==> src/rtl/uart_pkg.sv <==
// Shared UART definitions: byte width, dispatcher state encoding and bit-timing
// constants used by the Tx/Rx instances and the transmit queue.
package uart_pkg;

    localparam int UART_BYTE_W = 8;

    // 25 MHz system clock / 115200 baud.
    localparam int CLKS_PER_BIT_115200 = 217;
    localparam int CLKS_PER_BIT        = CLKS_PER_BIT_115200;

    typedef enum logic [1:0] {
        IDLE = 2'd0,
        SEND = 2'd1,
        WAIT = 2'd2,
        GAP  = 2'd3
    } tx_q_state_t;

endpackage

==> src/rtl/byte_fifo.sv <==
// Circular byte FIFO with registered pointers, count, full/empty flags and a
// sticky overflow flag for pushes dropped while full.
module byte_fifo
    import uart_pkg::*;
#(
    parameter  int DEPTH  = 16,
    localparam int ADDR_W = $clog2(DEPTH)
) (
    input  logic                   i_Clock,
    input  logic                   i_Reset,
    input  logic                   i_Wr_En,
    input  logic [UART_BYTE_W-1:0] i_Wr_Byte,
    input  logic                   i_Clr_Ovf,
    input  logic                   i_Pop,
    output logic [UART_BYTE_W-1:0] o_Head_Byte,
    output logic                   o_Full,
    output logic                   o_Empty,
    output logic [ADDR_W:0]        o_Count,
    output logic                   o_Overflow
);

    localparam logic [ADDR_W:0] FULL_CNT = (ADDR_W + 1)'(DEPTH);

    logic [UART_BYTE_W-1:0] mem_q [DEPTH];
    logic [ADDR_W-1:0]      rd_ptr_q, rd_ptr_d;
    logic [ADDR_W-1:0]      wr_ptr_q, wr_ptr_d;
    logic [ADDR_W:0]        count_q, count_d;
    logic                   full_q, full_d;
    logic                   empty_q, empty_d;
    logic                   ovf_q, ovf_d;
    logic                   push;
    logic                   pop;

    always_comb begin
        // Full is judged on the registered flag, so a pop on the same edge
        // never makes room for a push.
        push     = i_Wr_En && !full_q;
        pop      = i_Pop && !empty_q;
        rd_ptr_d = rd_ptr_q;
        wr_ptr_d = wr_ptr_q;
        count_d  = count_q;
        if (push) wr_ptr_d = wr_ptr_q + 1'b1;
        if (pop)  rd_ptr_d = rd_ptr_q + 1'b1;
        case ({push, pop})
            2'b10:   count_d = count_q + 1'b1;
            2'b01:   count_d = count_q - 1'b1;
            default: count_d = count_q;
        endcase
        full_d  = (count_d == FULL_CNT);
        empty_d = (count_d == '0);
        ovf_d   = ovf_q;
        if (i_Clr_Ovf)          ovf_d = 1'b0;
        if (i_Wr_En && full_q)  ovf_d = 1'b1;
    end

    // NOTE: sequential state uses non-blocking assignments so every flop
    // samples the pre-edge values computed above.
    always_ff @(posedge i_Clock or posedge i_Reset) begin
        if (i_Reset) begin
            rd_ptr_q <= '0;
            wr_ptr_q <= '0;
            count_q  <= '0;
            full_q   <= 1'b0;
            empty_q  <= 1'b1;
            ovf_q    <= 1'b0;
        end else begin
            rd_ptr_q <= rd_ptr_d;
            wr_ptr_q <= wr_ptr_d;
            count_q  <= count_d;
            full_q   <= full_d;
            empty_q  <= empty_d;
            ovf_q    <= ovf_d;
        end
    end

    // NOTE: storage is deliberately not reset; clearing the pointers and count
    // already discards its contents, and a reset-free array maps onto RAM.
    always_ff @(posedge i_Clock) begin
        if (push) mem_q[wr_ptr_q] <= i_Wr_Byte;
    end

    assign o_Head_Byte = mem_q[rd_ptr_q];
    assign o_Full      = full_q;
    assign o_Empty     = empty_q;
    assign o_Count     = count_q;
    assign o_Overflow  = ovf_q;

endmodule

==> src/rtl/uart_tx_queue.sv <==
// Byte queue and dispatcher for the UART transmitter: strobes one byte at a
// time into Tx and waits for its done pulse plus a cleanup cycle before the next.
module uart_tx_queue
    import uart_pkg::*;
#(
    parameter  int DEPTH  = 16,
    localparam int ADDR_W = $clog2(DEPTH)
) (
    input  logic                   i_Clock,
    input  logic                   i_Reset,
    input  logic                   i_Wr_En,
    input  logic [UART_BYTE_W-1:0] i_Wr_Byte,
    input  logic                   i_Clr_Ovf,
    input  logic                   i_Tx_Done,
    output logic                   o_Tx_DV,
    output logic [UART_BYTE_W-1:0] o_Tx_Byte,
    output logic                   o_Full,
    output logic                   o_Empty,
    output logic [ADDR_W:0]        o_Count,
    output logic                   o_Busy,
    output logic                   o_Overflow
);

    tx_q_state_t            state_q, state_d;
    logic                   tx_dv_q, tx_dv_d;
    logic [UART_BYTE_W-1:0] tx_byte_q, tx_byte_d;
    logic                   busy_q, busy_d;
    logic                   pop;
    logic [UART_BYTE_W-1:0] head_byte;
    logic                   fifo_empty;

    byte_fifo #(.DEPTH(DEPTH)) u_fifo (
        .i_Clock     (i_Clock),
        .i_Reset     (i_Reset),
        .i_Wr_En     (i_Wr_En),
        .i_Wr_Byte   (i_Wr_Byte),
        .i_Clr_Ovf   (i_Clr_Ovf),
        .i_Pop       (pop),
        .o_Head_Byte (head_byte),
        .o_Full      (o_Full),
        .o_Empty     (fifo_empty),
        .o_Count     (o_Count),
        .o_Overflow  (o_Overflow)
    );

    // NOTE: every output of this block gets a default first, so no path
    // through the case can leave a latch behind.
    always_comb begin
        state_d   = state_q;
        tx_byte_d = tx_byte_q;
        pop       = 1'b0;
        case (state_q)
            IDLE: begin
                if (!fifo_empty) begin
                    state_d   = SEND;
                    pop       = 1'b1;
                    tx_byte_d = head_byte;
                end
            end
            SEND:    state_d = WAIT;
            WAIT:    if (i_Tx_Done) state_d = GAP;
            GAP:     state_d = IDLE;
            default: state_d = IDLE;
        endcase
        tx_dv_d = (state_d == SEND);
        busy_d  = (state_d != IDLE);
    end

    always_ff @(posedge i_Clock or posedge i_Reset) begin
        if (i_Reset) begin
            state_q   <= IDLE;
            tx_dv_q   <= 1'b0;
            tx_byte_q <= '0;
            busy_q    <= 1'b0;
        end else begin
            state_q   <= state_d;
            tx_dv_q   <= tx_dv_d;
            tx_byte_q <= tx_byte_d;
            busy_q    <= busy_d;
        end
    end

    assign o_Tx_DV   = tx_dv_q;
    assign o_Tx_Byte = tx_byte_q;
    assign o_Busy    = busy_q;
    assign o_Empty   = fifo_empty;

endmodule

==> config.mk <==
export PLATFORM = sky130hd
export DESIGN_NAME = uart_tx_queue
export DESIGN_NICKNAME = d
export VERILOG_FILES = /design/src/rtl/uart_pkg.sv /design/src/rtl/byte_fifo.sv /design/src/rtl/uart_tx_queue.sv
export SDC_FILE = /design/constraint.sdc
export NUM_CORES = 1
export LEC_CHECK = 0
export ABC_AREA = 0
export ABC_CLOCK_PERIOD_IN_PS = 2600
export BUFFER_PORTS_ARGS = -buffer_cell sky130_fd_sc_hd__buf_2
export CAP_MARGIN = 25
export CELL_PAD_IN_SITES_DETAIL_PLACEMENT = 1
export CELL_PAD_IN_SITES_GLOBAL_PLACEMENT = 1
export CORE_MARGIN = 2
export CORE_UTILIZATION = 35
export CTS_CLUSTER_SIZE = 16
export DETAILED_ROUTE_END_ITERATION = 10
export PLACE_DENSITY = 0.64
export SLEW_MARGIN = 20
export SYNTH_ARGS = -nofsm -noshare
export SYNTH_HDL_FRONTEND = slang
export SYNTH_SLANG_ARGS = --single-unit
==> constraint.sdc <==
create_clock -name i_Clock -period 2.6 [get_ports i_Clock]
set_clock_uncertainty 0.15 [all_clocks]
set_input_delay 0.52 -clock i_Clock [delete_from_list [all_inputs] [get_ports i_Clock]]
set_output_delay 0.52 -clock i_Clock [all_outputs]
set_load 0.02 [all_outputs]
==> flow_summary.ini, run 1 <==
[cts]
cts_root_buf = clkbuf_16
numCtsBuffers = 17
cts_tree = built
clock_sinks = 156
insertion_delay_ps = 420
cts_buffer_depth = 2
path_clk_slew_ps = 70
cts.htree.levels = 4

[synth]
synth.most_common_cell = edfxtp_1
synth.largest_area_cell = edfxtp_1
synth_warnings = 0
synth-edff-count = 128
ys_async_sr_fraction_pct = 17.9
netlist-cell-type-count = 34
synthCells = 347
synth_nets = 371
seq_area_frac_synth_pct = 71.6
syn_area_um2 = 6340
dominantRegCellSynth = edfxtp_1
synthTopCellsByCount = edfxtp_1 (128), nand2_1 (42), mux4_2 (30)
yosys-top-cells-area = edfxtp_1 (61%), dfrtp_1 (11%), mux4_2 (11%), mux4_1 (4.1%), nand2_1 (2.5%)
avgSynthCellArea_um2 = 18.3
ys_ff_latch = 156
synth_top_area_share_pct = 60.6

[worst_setup_path]
cp_max_fo = 3
cp.arrival_ps = 2730
worstSetupPathType = flip-flop to flip-flop
cp-end-kind = flip-flop
cp-start-kind = flip-flop
required_ps = 2780

[cells_and_area]
nFillCells = 1755
multi_input_area_um2 = 1780
diodes = 0
syn2layout_area_growth_pct = 21.8
seq_area_um2 = 4550
utilization_pct = 43.2
drive_gt1_share_pct = 34.8
instances_no_fill = 657
nets = 439

[routing]
ant_nets = 0
vias = 3272
post_drt_wl_per_cell_um = 19.4
first_iter_violations = 233
drc_errors = 0
routed_wl_um = 12800
vias_per_cell = 4.98
first_pass_iters = 4

[min_path]
worstHoldPathType = input port to flip-flop

[place]
io_buffer_count = 30
gp_congestion = 0.835
dpl.cell_count = 618
pre_cts_slack_ps = -90.3
dp_hpwl_um = 8630

[die]
die_height_um = 139
rows = 49
boundaryPins = 31
core-area_um2 = 17900
start_util_pct = 35.4
die_w_um = 139
dieArea_um2 = 19200

[grt]
grt_antenna_before_repair = 0
grt_overflow = 0
grt_max_degree = 36
grt_pass1_wl_um = 19900
grt_pass1_vias = 3474
grt.total_usage_pct = 13.7

[power]
intPower_w = 0.00612
p_seq_share_pct = 38.3
p_sw_w = 0.00294
switching_share_pct = 32.5
p_per_area_nw_per_um2 = 1170
clkPwrFrac_pct = 28.2
comb_power_share_pct = 33.5
cellLeakagePower_nw = 2.79
max-vdd-ir-drop_uv = 718

[timing]
finalHoldViolCount = 0
max-slew-margin-rel_pct = 54.6
fin_crit_sh_pct = 97.8
setup-violations-final = 0
hold_ws_ps = 138
clock.fmax_mhz = 393
worst_slew_pin_slew_ps = 681
layout_min_cycle_time_ps = 2540
fin_ws_ps = 58.3
drv_slew = 0

[status]
status = finished, final reports clean

[run]
cap_violations = 0
-- power by group through the flow --
stage          logic [W]  clock network, W  registers [W]
5_1_grt          0.00328           0.00270        0.00351
2_1_floorplan    0.00192                 0        0.00345
3_5_place_dp     0.00275                 0        0.00350
3_3_place_gp     0.00266                 0        0.00347
6_report         0.00304           0.00255        0.00347
4_1_cts          0.00279           0.00260        0.00346
-- critical path, cell delays in order (launching register included) --
cell      delay, ps
dfrtp_1         390
inv_1            90
ha_2            200
nand2b_4         60
inv_2            80
nand2_4          70
xnor2_2         200
ha_4            230
nor3b_2         220
inv_1            80
o31a_1          270
a21oi_2         150
nand2b_1        100
o22ai_1         170
-- placed cells by master (no fill, tap or decap), types with 3 or more instances in the layout --
cell type	n
buf_2	30
buf_4	34
bufinv_16	3
clkbuf_16	17
clkinv_4	3
clkinvlp_4	3
dfrtp_1	26
edfxtp_1	128
ha_1	9
inv_1	8
mux4_1	10
mux4_2	30
nand2_1	41
nand2b_1	3
nand4_1	5
nor2_1	17
nor3_1	5
o21ai_0	4
xnor2_1	8
-- registers in the layout (all words and copies together) (netlist names) --
name and count:
u_fifo.o_Full 1, o_Tx_DV 1, u_fifo.o_Empty 1, o_Tx_Byte 8
u_fifo.o_Count 5, u_fifo.wr_ptr_q 4, o_Busy 1, state_q 2
u_fifo.o_Overflow 1, u_fifo.rd_ptr_q 4, u_fifo.mem_q 128
-- final timing paths --
kind	from	to	slack, ps	cells past startpoint
worst max-delay path	state_q[1]$_DFF_PP0_	u_fifo.o_Full$_DFF_PP0_	60	13
min in group asynchronous	i_Reset	o_Tx_Byte[6]$_DFFE_PP0P_	400	3
worst max register to register	state_q[1]$_DFF_PP0_	u_fifo.o_Full$_DFF_PP0_	60	13
max in group asynchronous	i_Reset	u_fifo.o_Empty$_DFF_PP1_	1310	4
worst min register to register	o_Tx_Byte[5]$_DFFE_PP0P_	o_Tx_Byte[5]$_DFFE_PP0P_	320	2
worst min-delay path	i_Clr_Ovf	u_fifo.o_Overflow$_DFFE_PP0P_	140	2
-- area by class of cell --
| class | count | area share, % |
|---|---|---|
| multi-input combinational | 162 | 23.0 |
| tap | 229 | 3.71 |
| clock buffer | 18 | 5.55 |
| inverter | 10 | 0.486 |
| sequential | 156 | 58.8 |
| timing repair buffer | 68 | 6.04 |
| clock inverter | 14 | 2.38 |
-- routing by layer --
metal  vias to the layer above  share of wire [%]  track usage, %
li1                       1487                  -               -
met1                      1702                 44            17.7
met2                        69                 51            22.5
met3                        14                3.8            4.21
met4                         0                1.2            4.09
met5                         -                  0               0
-- logic make-up (layout without fill, tap and decap cells) --
| logic type | count (synthesis) | in the layout | share of synthesized area (%) |
|---|---|---|---|
| compound gates | 18 | 18 | 1.79 |
| xor+xnor | 11 | 11 | 1.52 |
| fa+ha+maj | 11 | 11 | 2.17 |
| buf+inv | 29 | 110 | 2.23 |
| flops | 156 | 156 | 71.6 |
| mux | 42 | 42 | 15.1 |
| simple gates | 80 | 80 | 5.52 |
-- per-stage QoR --
stage | total power [W] | TNS, ps | area (um^2)
after detailed placement | 0.00625 | -168 | 6940
after CTS | 0.00884 | 0 | 7570
after global placement | 0.00613 | 0 | 6940
after floorplan | 0.00537 | 0 | 6340
final | 0.00906 | 0 | 7730
after global routing | 0.00950 | -109 | 7730
-- what timing repair did --
action,in CTS,in global routing
hold endpoints to repair,4,0
pin swaps,0,6
endpoints found under the setup margin,2,3
buffers inserted,0,6
hold buffers,1,0
gates resized for setup,3,22
gates cloned,0,0
(Power assumes the default switching activity.)
==> inputs of run 2 (changes only) <==
--- a/config.mk
+++ b/config.mk
@@ -6,7 +6,7 @@
 export NUM_CORES = 1
 export LEC_CHECK = 0
 export ABC_AREA = 0
-export ABC_CLOCK_PERIOD_IN_PS = 2600
+export ABC_CLOCK_PERIOD_IN_PS = 3140
 export BUFFER_PORTS_ARGS = -buffer_cell sky130_fd_sc_hd__buf_2
 export CAP_MARGIN = 25
 export CELL_PAD_IN_SITES_DETAIL_PLACEMENT = 1
@@ -15,7 +15,7 @@
 export CORE_UTILIZATION = 35
 export CTS_CLUSTER_SIZE = 16
 export DETAILED_ROUTE_END_ITERATION = 10
-export PLACE_DENSITY = 0.64
+export PLACE_DENSITY = 0.62
 export SLEW_MARGIN = 20
 export SYNTH_ARGS = -nofsm -noshare
 export SYNTH_HDL_FRONTEND = slang
==> constraint.sdc (replaced) <==
create_clock -name i_Clock -period 3.14 [get_ports i_Clock]
set_clock_uncertainty 0.15 [all_clocks]
set_input_delay 0.628 -clock i_Clock [delete_from_list [all_inputs] [get_ports i_Clock]]
set_output_delay 0.628 -clock i_Clock [all_outputs]
set_load 0.02 [all_outputs]
==> run 2 against run 1 <==
  * Clock power is 24% lower
  * Die area stayed put
  * Sequential cell count stayed put
  * Sequential share of layout area is 2.5 points higher
  * First-iteration DRC count is 30% lower
  * Setup slack better by 260 ps
  * Design area is 4.1% lower
  * Clock-buffer cell count is 1 lower
  * Largest power group unchanged
==> flow_summary.ini, run 2 (synthesis gave the netlist of run 1 again) <==
[worst_setup_path]
cp.arrival_ps = 3010
cp-end-kind = flip-flop
worstSetupPathType = flip-flop to flip-flop
required_ps = 3330
crit_path_start = state_q[0]$_DFF_PP0_
cp-start-kind = flip-flop
cp_max_fo = 17
rr_startpoint = state_q[0]$_DFF_PP0_

[run]
cap_violations = 0

[timing]
rsz0062_at_grt = false
setup_tns_ps = 0
hold_ws_ps = 127
worst_slew_pin_slew_ps = 754
drv_slew = 0
finalHoldViolCount = 0
setup-violations-final = 0
layout_min_cycle_time_ps = 2820
clock.fmax_mhz = 354
max-slew-margin-rel_pct = 49.6
fin_ws_ps = 317
fin_crit_sh_pct = 89.9

[cells_and_area]
largest_register = u_fifo.mem_q
syn2layout_area_growth_pct = 16.7
diodes = 0
nFillCells = 1771
nets = 420
largest_register_ffs = 128
final_common_cell = edfxtp_1
multi_input_area_um2 = 1660
drive_gt1_share_pct = 28.4
mostFrequentLayoutCells = edfxtp_1 (128), nand2_1 (42), mux4_2 (30), buf_2 (30), dfrtp_1 (26)
seq_area_um2 = 4550

[routing]
vias = 3088
first_pass_iters = 4
ant_nets = 0
vias_per_cell = 4.84
post_drt_wl_per_cell_um = 18.3
drc_errors = 0
first_iter_violations = 164
routed_wl_um = 11700

[place]
pre_cts_slack_ps = 303
dp_hpwl_um = 8190
gp_congestion = 0.789
io_buffer_count = 30

[power]
cellLeakagePower_nw = 2.62
p_per_area_nw_per_um2 = 937
max-vdd-ir-drop_uv = 469

[cts]
path_clk_slew_ps = 60
cts_setup_buffers = 0
insertion_delay_ps = 420
cts.htree.levels = 4
clock_sinks = 156
numCtsBuffers = 17
cts_tree = built
cts_buffer_depth = 2
cts_root_buf = clkbuf_16

[grt]
grt_overflow = 0
grt_antenna_before_repair = 0
grt_max_degree = 36
grt_pass1_vias = 3362
grt.total_usage_pct = 13.0
grt_pass1_wl_um = 19000

[die]
die_w_um = 139
die_height_um = 139
rows = 49
core-area_um2 = 17900
dieArea_um2 = 19200
boundaryPins = 31
start_util_pct = 35.4

[status]
status = finished, final reports clean

[min_path]
worstHoldPathType = input port to async pin
==> run 2: changes by cell type in the layout (fill, tap and decap cells not counted), moves of 2 or more <==
| cell | previous run | this run |
|---|---|---|
| buf_4 | 34 | 18 |
| inv_2 | 2 | 0 |
| a21oi_2 | 2 | 0 |
| bufinv_16 | 3 | 1 |
| clkinvlp_4 | 3 | 5 |
| ha_1 | 9 | 11 |
| a21oi_1 | 1 | 4 |
==> run 2: path summary, 6_finish.rpt <==
check	depth (start not counted)	slack, ps	end
min in group i_Clock	2	250	u_fifo.o_Overflow$_DFFE_PP0P_
hold reg to reg	2	330	o_Tx_Byte[0]$_DFFE_PP0P_
setup reg to reg	11	320	u_fifo.o_Full$_DFF_PP0_
setup / recovery	11	320	u_fifo.o_Full$_DFF_PP0_
hold / removal	3	130	o_Busy$_DFF_PP0_
max in group asynchronous	3	2390	u_fifo.o_Empty$_DFF_PP1_
==> run 2: metal layers <==
metal	track usage, %	vias up	share of wire (%)
met2	20.5	72	47
met3	4.01	23	4.3
met1	17.6	1546	47
li1	-	1447	-
met5	0	-	0
met4	4.04	0	1.6
==> run 2: through the flow <==
stage,instances,instance area (um^2),util [%],power [W]
after floorplan,347,6340,-,0.00444
after global placement,606,6830,38.2,0.00502
after detailed placement,606,6830,38.2,0.00509
after CTS,638,7400,41.3,0.00703
after global routing,638,7410,41.4,0.00736
final,638,7410,41.4,0.00694
==> run 2: worst max-delay path: stages (launching register included) <==
cell and delay [ps]:
dfrtp_1 360, inv_1 120, ha_1 170, nand2b_1 100
inv_4 170, ha_1 360, a21oi_1 190, a2111oi_1 430
a21oi_1 120, a31oi_1 250, nand2_1 120, o22ai_1 190
==> run 2: layout make-up <==
type	count	area share [%]
clock buffers	17	5.74
inverters	10	0.541
multi-input cells	162	22.5
well taps	229	3.87
clock inverters	15	1.87
repair buffers	49	4.12
flip-flops and latches	156	61.4
==> run 2: report_power, final <==
group / leakage [nW] / switching [W] / total [W] / internal (W)
clock network: 0.263 / 0.000828 / 0.00193 / 0.00110
registers: 1.49 / 0.000295 / 0.00288 / 0.00258
logic: 0.864 / 0.00113 / 0.00214 / 0.00101
total: 2.62 / 0.00225 / 0.00694 / 0.00469
==> run 2: timing repair <==
item / in CTS / in global routing
hold buffers: 0 / 0
gates resized for setup: 0 / 3
setup endpoints to repair: 0 / 3
